$ cat src/rtl/ov7670_sccb_init_sequencer_if.sv
// Bus between the init sequencer, its register-table ROM and the SCCB core.
// The master side is the sequencer; the slave side is the ROM plus the core.
interface ov7670_sccb_init_sequencer_if #(
    parameter int unsigned ROM_ADDR_W = 8
);
    logic [ROM_ADDR_W-1:0] rom_addr;
    logic [15:0]           rom_data;
    logic [7:0]            main_addr;
    logic [7:0]            sub_addr;
    logic [7:0]            data;
    logic [2:0]            phase;
    logic [2:0]            phase_done;

    modport master (
        output rom_addr, main_addr, sub_addr, data, phase,
        input  rom_data, phase_done
    );

    modport slave (
        input  rom_addr, main_addr, sub_addr, data, phase,
        output rom_data, phase_done
    );
endinterface

$ cat src/rtl/ov7670_sccb_init_sequencer.sv
// OV7670 power-up programmer: walks a {sub_addr, data} ROM table and issues one
// SCCB 3-phase write per entry; 16'hFFFF ends the table, 16'hFFF0 inserts a delay.
module ov7670_sccb_init_sequencer #(
    parameter int unsigned SYS_CLK_FREQ   = 100_000_000,
    parameter logic [7:0]  MAIN_ADDR      = 8'h42,
    parameter int unsigned ROM_ADDR_W     = 8,
    parameter int unsigned GAP_CYCLES     = 1000,
    parameter int unsigned DELAY_CYCLES   = SYS_CLK_FREQ / 100,
    parameter int unsigned TIMEOUT_CYCLES = SYS_CLK_FREQ / 100,
    parameter bit          AUTO_START     = 1'b1
) (
    input  logic                          i_clk,
    input  logic                          i_reset_p,
    input  logic                          i_start,
    ov7670_sccb_init_sequencer_if.master  bus,
    output logic                          o_busy,
    output logic                          o_done,
    output logic                          o_error,
    output logic [ROM_ADDR_W-1:0]         o_write_count
);

    localparam logic [31:0] GAP_LD     = 32'(GAP_CYCLES - 1);
    localparam logic [31:0] DELAY_LD   = 32'(DELAY_CYCLES - 1);
    localparam logic [31:0] TO_LAST    = 32'(TIMEOUT_CYCLES - 1);
    localparam logic [15:0] MARK_END   = 16'hFFFF;
    localparam logic [15:0] MARK_DELAY = 16'hFFF0;

    typedef enum logic [3:0] {
        S_IDLE, S_FETCH, S_DECODE, S_ISSUE, S_WAIT_DONE,
        S_GAP, S_DELAY, S_DONE, S_ERROR
    } state_e;

    state_e                state_q, state_d;
    logic [31:0]           cnt_q, cnt_d;
    logic [ROM_ADDR_W-1:0] addr_q, addr_d;
    logic [ROM_ADDR_W-1:0] wcnt_q, wcnt_d;
    logic [7:0]            sub_q, sub_d;
    logic [7:0]            data_q, data_d;
    logic                  phase_q, phase_d;
    logic                  busy_q, busy_d;
    logic                  done_q, done_d;
    logic                  err_q, err_d;
    logic                  first_q;
    logic                  unused_phase_done;

    always_ff @(posedge i_clk or posedge i_reset_p) begin
        if (i_reset_p) begin
            state_q <= S_IDLE;
            cnt_q   <= '0;
            addr_q  <= '0;
            wcnt_q  <= '0;
            sub_q   <= '0;
            data_q  <= '0;
            phase_q <= 1'b0;
            busy_q  <= 1'b0;
            done_q  <= 1'b0;
            err_q   <= 1'b0;
            first_q <= 1'b1;
        end else begin
            state_q <= state_d;
            cnt_q   <= cnt_d;
            addr_q  <= addr_d;
            wcnt_q  <= wcnt_d;
            sub_q   <= sub_d;
            data_q  <= data_d;
            phase_q <= phase_d;
            busy_q  <= busy_d;
            done_q  <= done_d;
            err_q   <= err_d;
            first_q <= 1'b0;
        end
    end

    always_comb begin
        state_d = state_q;
        cnt_d   = cnt_q;
        addr_d  = addr_q;
        wcnt_d  = wcnt_q;
        sub_d   = sub_q;
        data_d  = data_q;
        phase_d = phase_q;
        busy_d  = busy_q;
        done_d  = done_q;
        err_d   = err_q;
        unique case (state_q)
            S_IDLE, S_DONE, S_ERROR: begin
                if (i_start || (AUTO_START && first_q)) begin
                    state_d = S_FETCH;
                    addr_d  = '0;
                    wcnt_d  = '0;
                    done_d  = 1'b0;
                    err_d   = 1'b0;
                    busy_d  = 1'b1;
                end
            end
            S_FETCH: state_d = S_DECODE;
            S_DECODE: begin
                if (bus.rom_data == MARK_END) begin
                    state_d = S_DONE;
                    done_d  = 1'b1;
                    busy_d  = 1'b0;
                end else if (bus.rom_data == MARK_DELAY) begin
                    state_d = S_DELAY;
                    cnt_d   = DELAY_LD;
                end else begin
                    sub_d   = bus.rom_data[15:8];
                    data_d  = bus.rom_data[7:0];
                    state_d = S_ISSUE;
                end
            end
            S_ISSUE: begin
                phase_d = 1'b1;
                cnt_d   = '0;
                state_d = S_WAIT_DONE;
            end
            // done beats a timeout landing on the same cycle
            S_WAIT_DONE: begin
                if (bus.phase_done[0]) begin
                    phase_d = 1'b0;
                    wcnt_d  = wcnt_q + 1'b1;
                    cnt_d   = GAP_LD;
                    state_d = S_GAP;
                end else if (cnt_q == TO_LAST) begin
                    phase_d = 1'b0;
                    err_d   = 1'b1;
                    busy_d  = 1'b0;
                    state_d = S_ERROR;
                end else begin
                    cnt_d = cnt_q + 32'd1;
                end
            end
            S_GAP, S_DELAY: begin
                if (cnt_q != '0) begin
                    cnt_d = cnt_q - 32'd1;
                end else if (&addr_q) begin
                    state_d = S_DONE;
                    done_d  = 1'b1;
                    busy_d  = 1'b0;
                end else begin
                    addr_d  = addr_q + 1'b1;
                    state_d = S_FETCH;
                end
            end
            default: state_d = S_IDLE;
        endcase
    end

    assign bus.rom_addr  = addr_q;
    assign bus.main_addr = MAIN_ADDR;
    assign bus.sub_addr  = sub_q;
    assign bus.data      = data_q;
    assign bus.phase     = {2'b00, phase_q};
    assign o_busy        = busy_q;
    assign o_done        = done_q;
    assign o_error       = err_q;
    assign o_write_count = wcnt_q;

    assign unused_phase_done = ^bus.phase_done[2:1];

endmodule

$ cat src/flat_wrapper.sv
// flat-port wrapper written by rule: the top's interface ports become plain ports
module ov7670_sccb_init_sequencer_flat 
#(
    parameter int unsigned SYS_CLK_FREQ   = 100_000_000,
    parameter logic [7:0]  MAIN_ADDR      = 8'h42,
    parameter int unsigned ROM_ADDR_W     = 8,
    parameter int unsigned GAP_CYCLES     = 1000,
    parameter int unsigned DELAY_CYCLES   = SYS_CLK_FREQ / 100,
    parameter int unsigned TIMEOUT_CYCLES = SYS_CLK_FREQ / 100,
    parameter bit          AUTO_START     = 1'b1
)
  (i_clk, i_reset_p, i_start, o_busy, o_done, o_error, o_write_count, bus_rom_addr, bus_main_addr, bus_sub_addr, bus_data, bus_phase, bus_rom_data, bus_phase_done);
  ov7670_sccb_init_sequencer_if #(.ROM_ADDR_W(ROM_ADDR_W)) bus_i ();
  input  logic i_clk;
  input  logic i_reset_p;
  input  logic i_start;
  output logic o_busy;
  output logic o_done;
  output logic o_error;
  output logic [ROM_ADDR_W-1:0] o_write_count;
  output wire logic [$bits(bus_i.rom_addr)-1:0] bus_rom_addr;
  output wire logic [$bits(bus_i.main_addr)-1:0] bus_main_addr;
  output wire logic [$bits(bus_i.sub_addr)-1:0] bus_sub_addr;
  output wire logic [$bits(bus_i.data)-1:0] bus_data;
  output wire logic [$bits(bus_i.phase)-1:0] bus_phase;
  input wire logic [$bits(bus_i.rom_data)-1:0] bus_rom_data;
  input wire logic [$bits(bus_i.phase_done)-1:0] bus_phase_done;
  assign bus_rom_addr = bus_i.rom_addr;
  assign bus_main_addr = bus_i.main_addr;
  assign bus_sub_addr = bus_i.sub_addr;
  assign bus_data = bus_i.data;
  assign bus_phase = bus_i.phase;
  assign bus_i.rom_data = bus_rom_data;
  assign bus_i.phase_done = bus_phase_done;
  ov7670_sccb_init_sequencer #(.SYS_CLK_FREQ(SYS_CLK_FREQ), .MAIN_ADDR(MAIN_ADDR), .ROM_ADDR_W(ROM_ADDR_W), .GAP_CYCLES(GAP_CYCLES), .DELAY_CYCLES(DELAY_CYCLES), .TIMEOUT_CYCLES(TIMEOUT_CYCLES), .AUTO_START(AUTO_START)) u_core (.i_clk(i_clk), .i_reset_p(i_reset_p), .i_start(i_start), .bus(bus_i), .o_busy(o_busy), .o_done(o_done), .o_error(o_error), .o_write_count(o_write_count));
endmodule
$ cat config.mk
export PLATFORM = sky130hd
export DESIGN_NAME = ov7670_sccb_init_sequencer_flat
export DESIGN_NICKNAME = d
export VERILOG_FILES = /design/src/rtl/ov7670_sccb_init_sequencer_if.sv /design/src/rtl/ov7670_sccb_init_sequencer.sv /design/src/flat_wrapper.sv
export SDC_FILE = /design/constraint.sdc
export NUM_CORES = 1
export LEC_CHECK = 0
export CORE_MARGIN = 1
export CORE_UTILIZATION = 35
export CTS_BUF_LIST = sky130_fd_sc_hd__clkbuf_16
export CTS_CLUSTER_DIAMETER = 150
export CTS_CLUSTER_SIZE = 40
export DETAILED_ROUTE_END_ITERATION = 16
export SLEW_MARGIN = 20
export SYNTH_ARGS = -nofsm -noshare
export SYNTH_HDL_FRONTEND = slang
export SYNTH_SLANG_ARGS = --single-unit
$ cat constraint.sdc
create_clock -name i_clk -period 3.3 [get_ports i_clk]
set_input_delay 0.495 -clock i_clk [delete_from_list [all_inputs] [get_ports i_clk]]
set_output_delay 0.495 -clock i_clk [all_outputs]
set_load 0.02 [all_outputs]
### After elaboration in Yosys (flattened, before gate mapping)

Cells that the tools add are included.

| word-level totals | value |
|---|---|
| bits in registers | 73 |
| latch bits | 0 |
| RAM bits | 0 |
| bits in read-only memories | 0 |
| input bits | 22 |
| output and inout port bits | 46 |
| word-level logic and storage cells | 99 |
| memories kept | 0 |

| operators by class | value |
|---|---|
| add/subtract/negate cells | 4 |
| multipliers | 0 |
| divide/modulo/power cells | 0 |
| order comparisons | 0 |
| eq/ne operators | 24 |
| shifts and indexed selects | 0 |
| mux-type cells | 37 |
| bitwise logic cells | 2 |
| reduce and logical (&&, ||, !) cells | 21 |

Operators by type and width:

| kind | number |
|---|---|
| two-way mux 32 bit | 5 |
| case mux 32 bit (4 select lines) | 1 |
| adder 32 x 1 -> 32 bit (second input constant) | 1 |
| == test 16 bit (second input constant) | 2 |
| == test 32 x 20 -> 1 bit (second input constant) | 1 |
| two-way mux 8 bit | 4 |
| case mux 8 bit (2 select lines) | 2 |
| nonzero test 32 bit | 1 |
| subtractor 32 x 1 -> 32 bit (second input constant) | 1 |
| case mux 4 bit (6 select lines) | 1 |
| two-way mux 4 bit | 5 |
| adder 8 x 1 -> 8 bit (second input constant) | 2 |
| == test 4 x 3 -> 1 bit (second input constant) | 4 |
| two-way mux 1 bit | 13 |
| != test 2 x 1 -> 1 bit (second input constant) | 6 |
| != test 2 bit (second input constant) | 5 |
| AND reduction 5 bit | 2 |
| AND reduction 3 bit | 3 |
| == test 4 x 2 -> 1 bit (second input constant) | 2 |
| AND reduction 4 bit | 2 |
| AND reduction 8 bit | 1 |
| nonzero test 4 bit | 2 |
| AND reduction 7 bit | 1 |
| two-way mux 3 bit | 2 |
| 15 further kinds | 19 |

### Longest topological paths before layout

| logic depth | value |
|---|---|
| depth after elaboration | 4 |
| mapped depth | 9 |
| depth with buffers taken out | 8 |

### Worst setup path after synthesis

No wires, ideal clock.

| timing path | value |
|---|---|
| kind | reg2reg |
| from | register u_core.state_q[3] |
| to | register u_core.cnt_q[21] |
| library setup time | 0.082 ns |
| data arrival time | 2.257 ns |
| required time | 3.218 ns |
| path slack | 0.961 ns |
| cell stages (with the launch flop) | 9 |
| path buffers | 2 |
| clock period less this slack | 2.339 ns |
| cells stage by stage | dfrtp_1 or4b_1 buf_2 or4_1 o22a_1 o21ai_4 buf_6 nand2_1 a22oi_2 |

| on the way | value |
|---|---|
| cells in the longest elaborated chain, start to end | 4 |
| elaborated cells on any way between the ends | 13 |
| those cells by class | eq/ne (9); mux (1); reduce/logical (3) |

RTL lines:

| item | RTL line | source |
|---|---|---|
| start: declaration | ov7670_sccb_init_sequencer.sv:33 | `state_e state_q, state_d;` |
| start signal: assignment | ov7670_sccb_init_sequencer.sv:60 | `state_q <= state_d;` |
| == test 4 x 3 -> 1 bit | ov7670_sccb_init_sequencer.sv:85 | `unique case (state_q)` |
| OR reduction 2 bit | ov7670_sccb_init_sequencer.sv:85 |  |
| != test 2 x 1 -> 1 bit (no line) or nonzero test 4 bit (tied branches) | - |  |
| AND reduction 5 bit (no line) | - |  |
| end signal: assignment | ov7670_sccb_init_sequencer.sv:61 | `cnt_q <= cnt_d;` |
| end: declaration | ov7670_sccb_init_sequencer.sv:34 | `logic [31:0] cnt_q, cnt_d;` |

Parallel ways exist; a longest one is shown, timed or not.
A chain may end at the register's enable or synchronous reset.

### Final worst setup path

| timing path | value |
|---|---|
| from | register u_core.cnt_q[5] |
| to | register u_core.cnt_q[31] |

| on the way | value |
|---|---|
| cells in the longest elaborated chain, start to end | 4 |
| elaborated cells on any way between the ends | 11 |
| those cells by class | add/sub (2); eq/ne (3); mux (4); reduce/logical (2) |

RTL lines:

| item | RTL line | source |
|---|---|---|
| adder 32 x 1 -> 32 bit | ov7670_sccb_init_sequencer.sv:129 | `cnt_d = cnt_q + 32'd1;` |
| two-way mux 32 bit | ov7670_sccb_init_sequencer.sv:123 | `end else if (cnt_q == TO_LAST) begin` |
| two-way mux 32 bit | ov7670_sccb_init_sequencer.sv:118 | `if (bus.phase_done[0]) begin` |
| case mux 32 bit (4 select lines) | ov7670_sccb_init_sequencer.sv:85 |  |

Parallel ways exist; a longest one is shown, timed or not. The select of a mux whose other input is x is not followed.

==> impl.org <==
** STA
- Fmax achieved :: 361.5 MHz
- Unrepaired setup endpoints after global routing :: false
- The number of hold violations in the final report is 0.
- Tmin final :: 2766 ps
- Worst hold slack :: 495.0 ps
- Setup violations remaining at the end of the flow were counted as 0.
- Final cycle utilization of the critical path :: 0.8383
- Skew final :: 7.482 ps
- Max-Slew Margin vs Limit :: 0.4045
- Accumulated negative setup slack :: 0 ps
- Worst-Margin Slew :: 891.9 ps
- Slew Limit Fails :: 0

** Global routing
- In the global route stage, overall resource usage came out at 0.2140.
- The via count of the first global-routing pass was 4794.
- Global-route wire length before repair :: 25060 um
- The total overflow left after global routing is 0.
- Largest net degree at the start of global routing :: 44
- Antenna violations before repair :: 0

** Die
- Total core area :: 14040 um^2
- Starting density of the core :: 0.3618
- The die is 122.5 um tall.
- The die is 122.5 um wide.
- Placement Rows :: 43
- During I/O placement, the number of pins put on the boundary was 68.
- The floorplan step defined a die boundary enclosing 15000 um^2.

** Routing
- Initial DRC Count :: 421
- Dividing the detail-routed via count by the number of cells gives 6.031.
- Initial DRT Pass Iterations :: 7
- Wirelength, routed :: 15390 um
- Routed wire per std cell :: 18.30 um
- After detailed routing, the number of remaining DRC violations is 0.
- Number of nets still failing antenna checks after routing :: 0
- Count of vias placed by the detailed router :: 5072

** Placed design
- Summed over all nets, the half-perimeter wirelength after detailed placement is 10750 um.
- Port buffer count :: 55
- Routability-driven placement finished with a final weighted congestion of 0.8559.

** CTS
- The tree is rooted in a sky130_fd_sc_hd__clkbuf_16.
- After clock tree synthesis, the setup repair step added 0 buffers.
- In this run the deepest clock path goes through 2 buffers.
- Insertion delay of the later-clocked pin in the worst-skew pair :: 350 ps
- CTS buffer count :: 9
- Clock-pin slew was measured on the worst setup and hold paths at 60 ps.
- Clock H-tree levels :: 3
- Number of cells upsized or downsized after cts :: 0
- Quantity of hold-fixing buffers added after cts :: 0
- Clock tree from TritonCTS :: yes
- TritonCTS sink count :: 73

** Logic synthesis
- Async SR Flop Fraction :: 1.000
- A synthesized cell averages 8.260 um^2.
- The share of synthesized area in the top cell type comes to 0.3547.
- Area of the mapped netlist :: 5080 um^2
- Synthesized instance count :: 615
- For this run, the leading register cell type out of synthesis is sky130_fd_sc_hd__dfrtp_1.
- Number of different library cells in the post-synthesis netlist :: 70
- Count of flip-flops with a built-in enable after synthesis :: 0
- Of the synthesized area, sequential elements account for 0.3599.
- Warnings, synthesis :: 0
- In this run, synthesis produced a sequential element count of 73.
- In the post-synthesis netlist, the biggest area contributors are sky130_fd_sc_hd__dfrtp_1 35%, sky130_fd_sc_hd__o21ai_0 5.6%, sky130_fd_sc_hd__nor2_1 3.7%.
- The largest total area in the synthesized netlist belongs to sky130_fd_sc_hd__dfrtp_1.

** Outcome
- Result of the run :: finished clean

** Layout
- Relative to the synthesized area, the layout overhead comes to 20.25%.
- Of the cells placed in the final design, the portion with a size suffix greater than 1 is 0.1150.
- Antenna diode count :: 0
- Fin nets :: 683

** Power and ir drop
- Power consumption :: 4.725 mW
- Power density of the placed cells :: 773.5 nW/um^2
- Worst ir drop on vdd :: 436.3 uV
- Leakage power summed over all cells :: 2.423 nW

** Worst hold path
- HP Class :: reg -> reg
- Depth of the worst hold-timing path :: 1
- Worst Min Path Start :: u_core.o_write_count[7]
- The worst hold path terminates at u_core.o_write_count[7].

** Setup path
- Reg2Reg Launch Point :: u_core.cnt_q[5]
- The worst setup path is captured at a register.
- The setup check on the worst reg-to-reg path leaves a slack of 530 ps.
- Startpoint-to-endpoint class of the critical path :: reg -> reg
- Capture point of the worst reg-to-reg path :: u_core.cnt_q[31]
- R2r worst-path depth :: 6
- For the worst setup path, the data arrival time is 3040 ps.
- Along the worst path, the maximum fanout reaches 11.
- Nature of the critical path startpoint :: register
- At the worst endpoint, the required time is 3570 ps.

** Job
- Across the run, the number of max-cap violations was 0.
==> worst max-delay path by stage <==
stage                          to  slack [ps]             from
4_1_cts          u_core.cnt_q[30]         580  u_core.cnt_q[0]
2_1_floorplan  u_core.bus.data[0]         950        i_reset_p
3_3_place_gp      u_core.cnt_q[6]         290  bus_rom_data[0]
6_report         u_core.cnt_q[31]         530  u_core.cnt_q[5]
3_5_place_dp     u_core.cnt_q[16]         250  bus_rom_data[0]
5_1_grt          u_core.cnt_q[30]         310  u_core.cnt_q[0]
==> stage by stage <==
step / instance area [um^2] / setup slack, ps / cells / util
2_1_floorplan: 5114 / 953.4 / 624 / -
3_3_place_gp: 5823 / 291.9 / 826 / 0.4147
3_5_place_dp: 5823 / 251.3 / 826 / 0.4147
4_1_cts: 6108 / 584.1 / 841 / 0.4350
5_1_grt: 6108 / 308.1 / 841 / 0.4350
6_report: 6108 / 533.6 / 841 / 0.4350
==> report_power, final <==
| part | internal (mW) | leakage [nW] | total (mW) | switching (mW) |
|---|---|---|---|---|
| Sequential | 1.13 | 0.938 | 1.49 | 0.361 |
| Combinational | 0.966 | 1.35 | 2.25 | 1.29 |
| Clock | 0.577 | 0.140 | 0.978 | 0.401 |
| Total | 2.68 | 2.42 | 4.72 | 2.05 |
==> layout by cell type (no fill, tap or decap), types with 14 or more instances in the layout <==
cell	instances
sky130_fd_sc_hd__dfrtp_1	72
sky130_fd_sc_hd__o21ai_0	57
sky130_fd_sc_hd__clkdlybuf4s50_1	55
sky130_fd_sc_hd__nor2_1	50
sky130_fd_sc_hd__nand2_1	43
sky130_fd_sc_hd__a21oi_1	34
sky130_fd_sc_hd__buf_4	29
sky130_fd_sc_hd__nor3_1	27
sky130_fd_sc_hd__nand3_1	26
sky130_fd_sc_hd__nand4_1	18
sky130_fd_sc_hd__o31ai_1	17
sky130_fd_sc_hd__mux2_2	16
sky130_fd_sc_hd__a31oi_1	16
sky130_fd_sc_hd__nor4_1	14
==> area by class of cell <==
class	instances	area [um^2]
Fill cell	1380	7934
Tap cell	180	225.2
Multi-Input combinational cell	477	2940
Sequential cell	73	1828
Clock inverter	6	60.06
Inverter	11	41.29
Clock buffer	9	225.2
Timing Repair Buffer	85	788.3
==> critical path: stages (launching register included) <==
cell	delay (ps)
sky130_fd_sc_hd__dfrtp_1	520
sky130_fd_sc_hd__nor4_1	530
sky130_fd_sc_hd__nand3_1	240
sky130_fd_sc_hd__or4_1	680
sky130_fd_sc_hd__or4_1	450
sky130_fd_sc_hd__o211a_1	140
sky130_fd_sc_hd__o21ai_1	120
==> logic make-up after synthesis <==
family	count (synthesis)	share of synthesized area
adders and majority gates	4	0.009853
AOI/OAI and AO/OA	184	0.2308
muxes	18	0.03941
buffers and inverters	74	0.06798
DFF	73	0.3599
xor gates and xnor gates	17	0.02931
and+or+nand+nor	243	0.2613
other	2	0.001478
==> registers in the layout, summed over array words and instances, names as in the netlist <==
register / count
u_core.first_q: 1
u_core.o_done: 1
u_core.cnt_q: 32
u_core.bus.rom_addr: 8
u_core.o_error: 1
u_core.state_q: 4
u_core.phase_q: 1
u_core.bus.sub_addr: 8
u_core.o_busy: 1
u_core.o_write_count: 8
u_core.bus.data: 8
==> routing by layer <==
metal / share of wire / GRT usage / vias to the layer above
met5: 0 / 0 / -
met1: 0.46 / 0.2972 / 2431
met2: 0.45 / 0.3206 / 238
li1: - / - / 2365
met3: 0.063 / 0.03206 / 38
met4: 0.033 / 0.1105 / 0
==> cell usage after synthesis, drive strengths merged, types with 13 or more instances <==
cell type and count:
mux2 16, o31ai 17, nor4 17, nor3 27, a21oi 34, a31oi 16, dfrtp 72, clkbuf 43
nor2 50, buf 20, o21ai 63, xor2 13, nand2 43, nand4 19, nand3 26
Note: power is estimated with default switching activity, not from simulation.
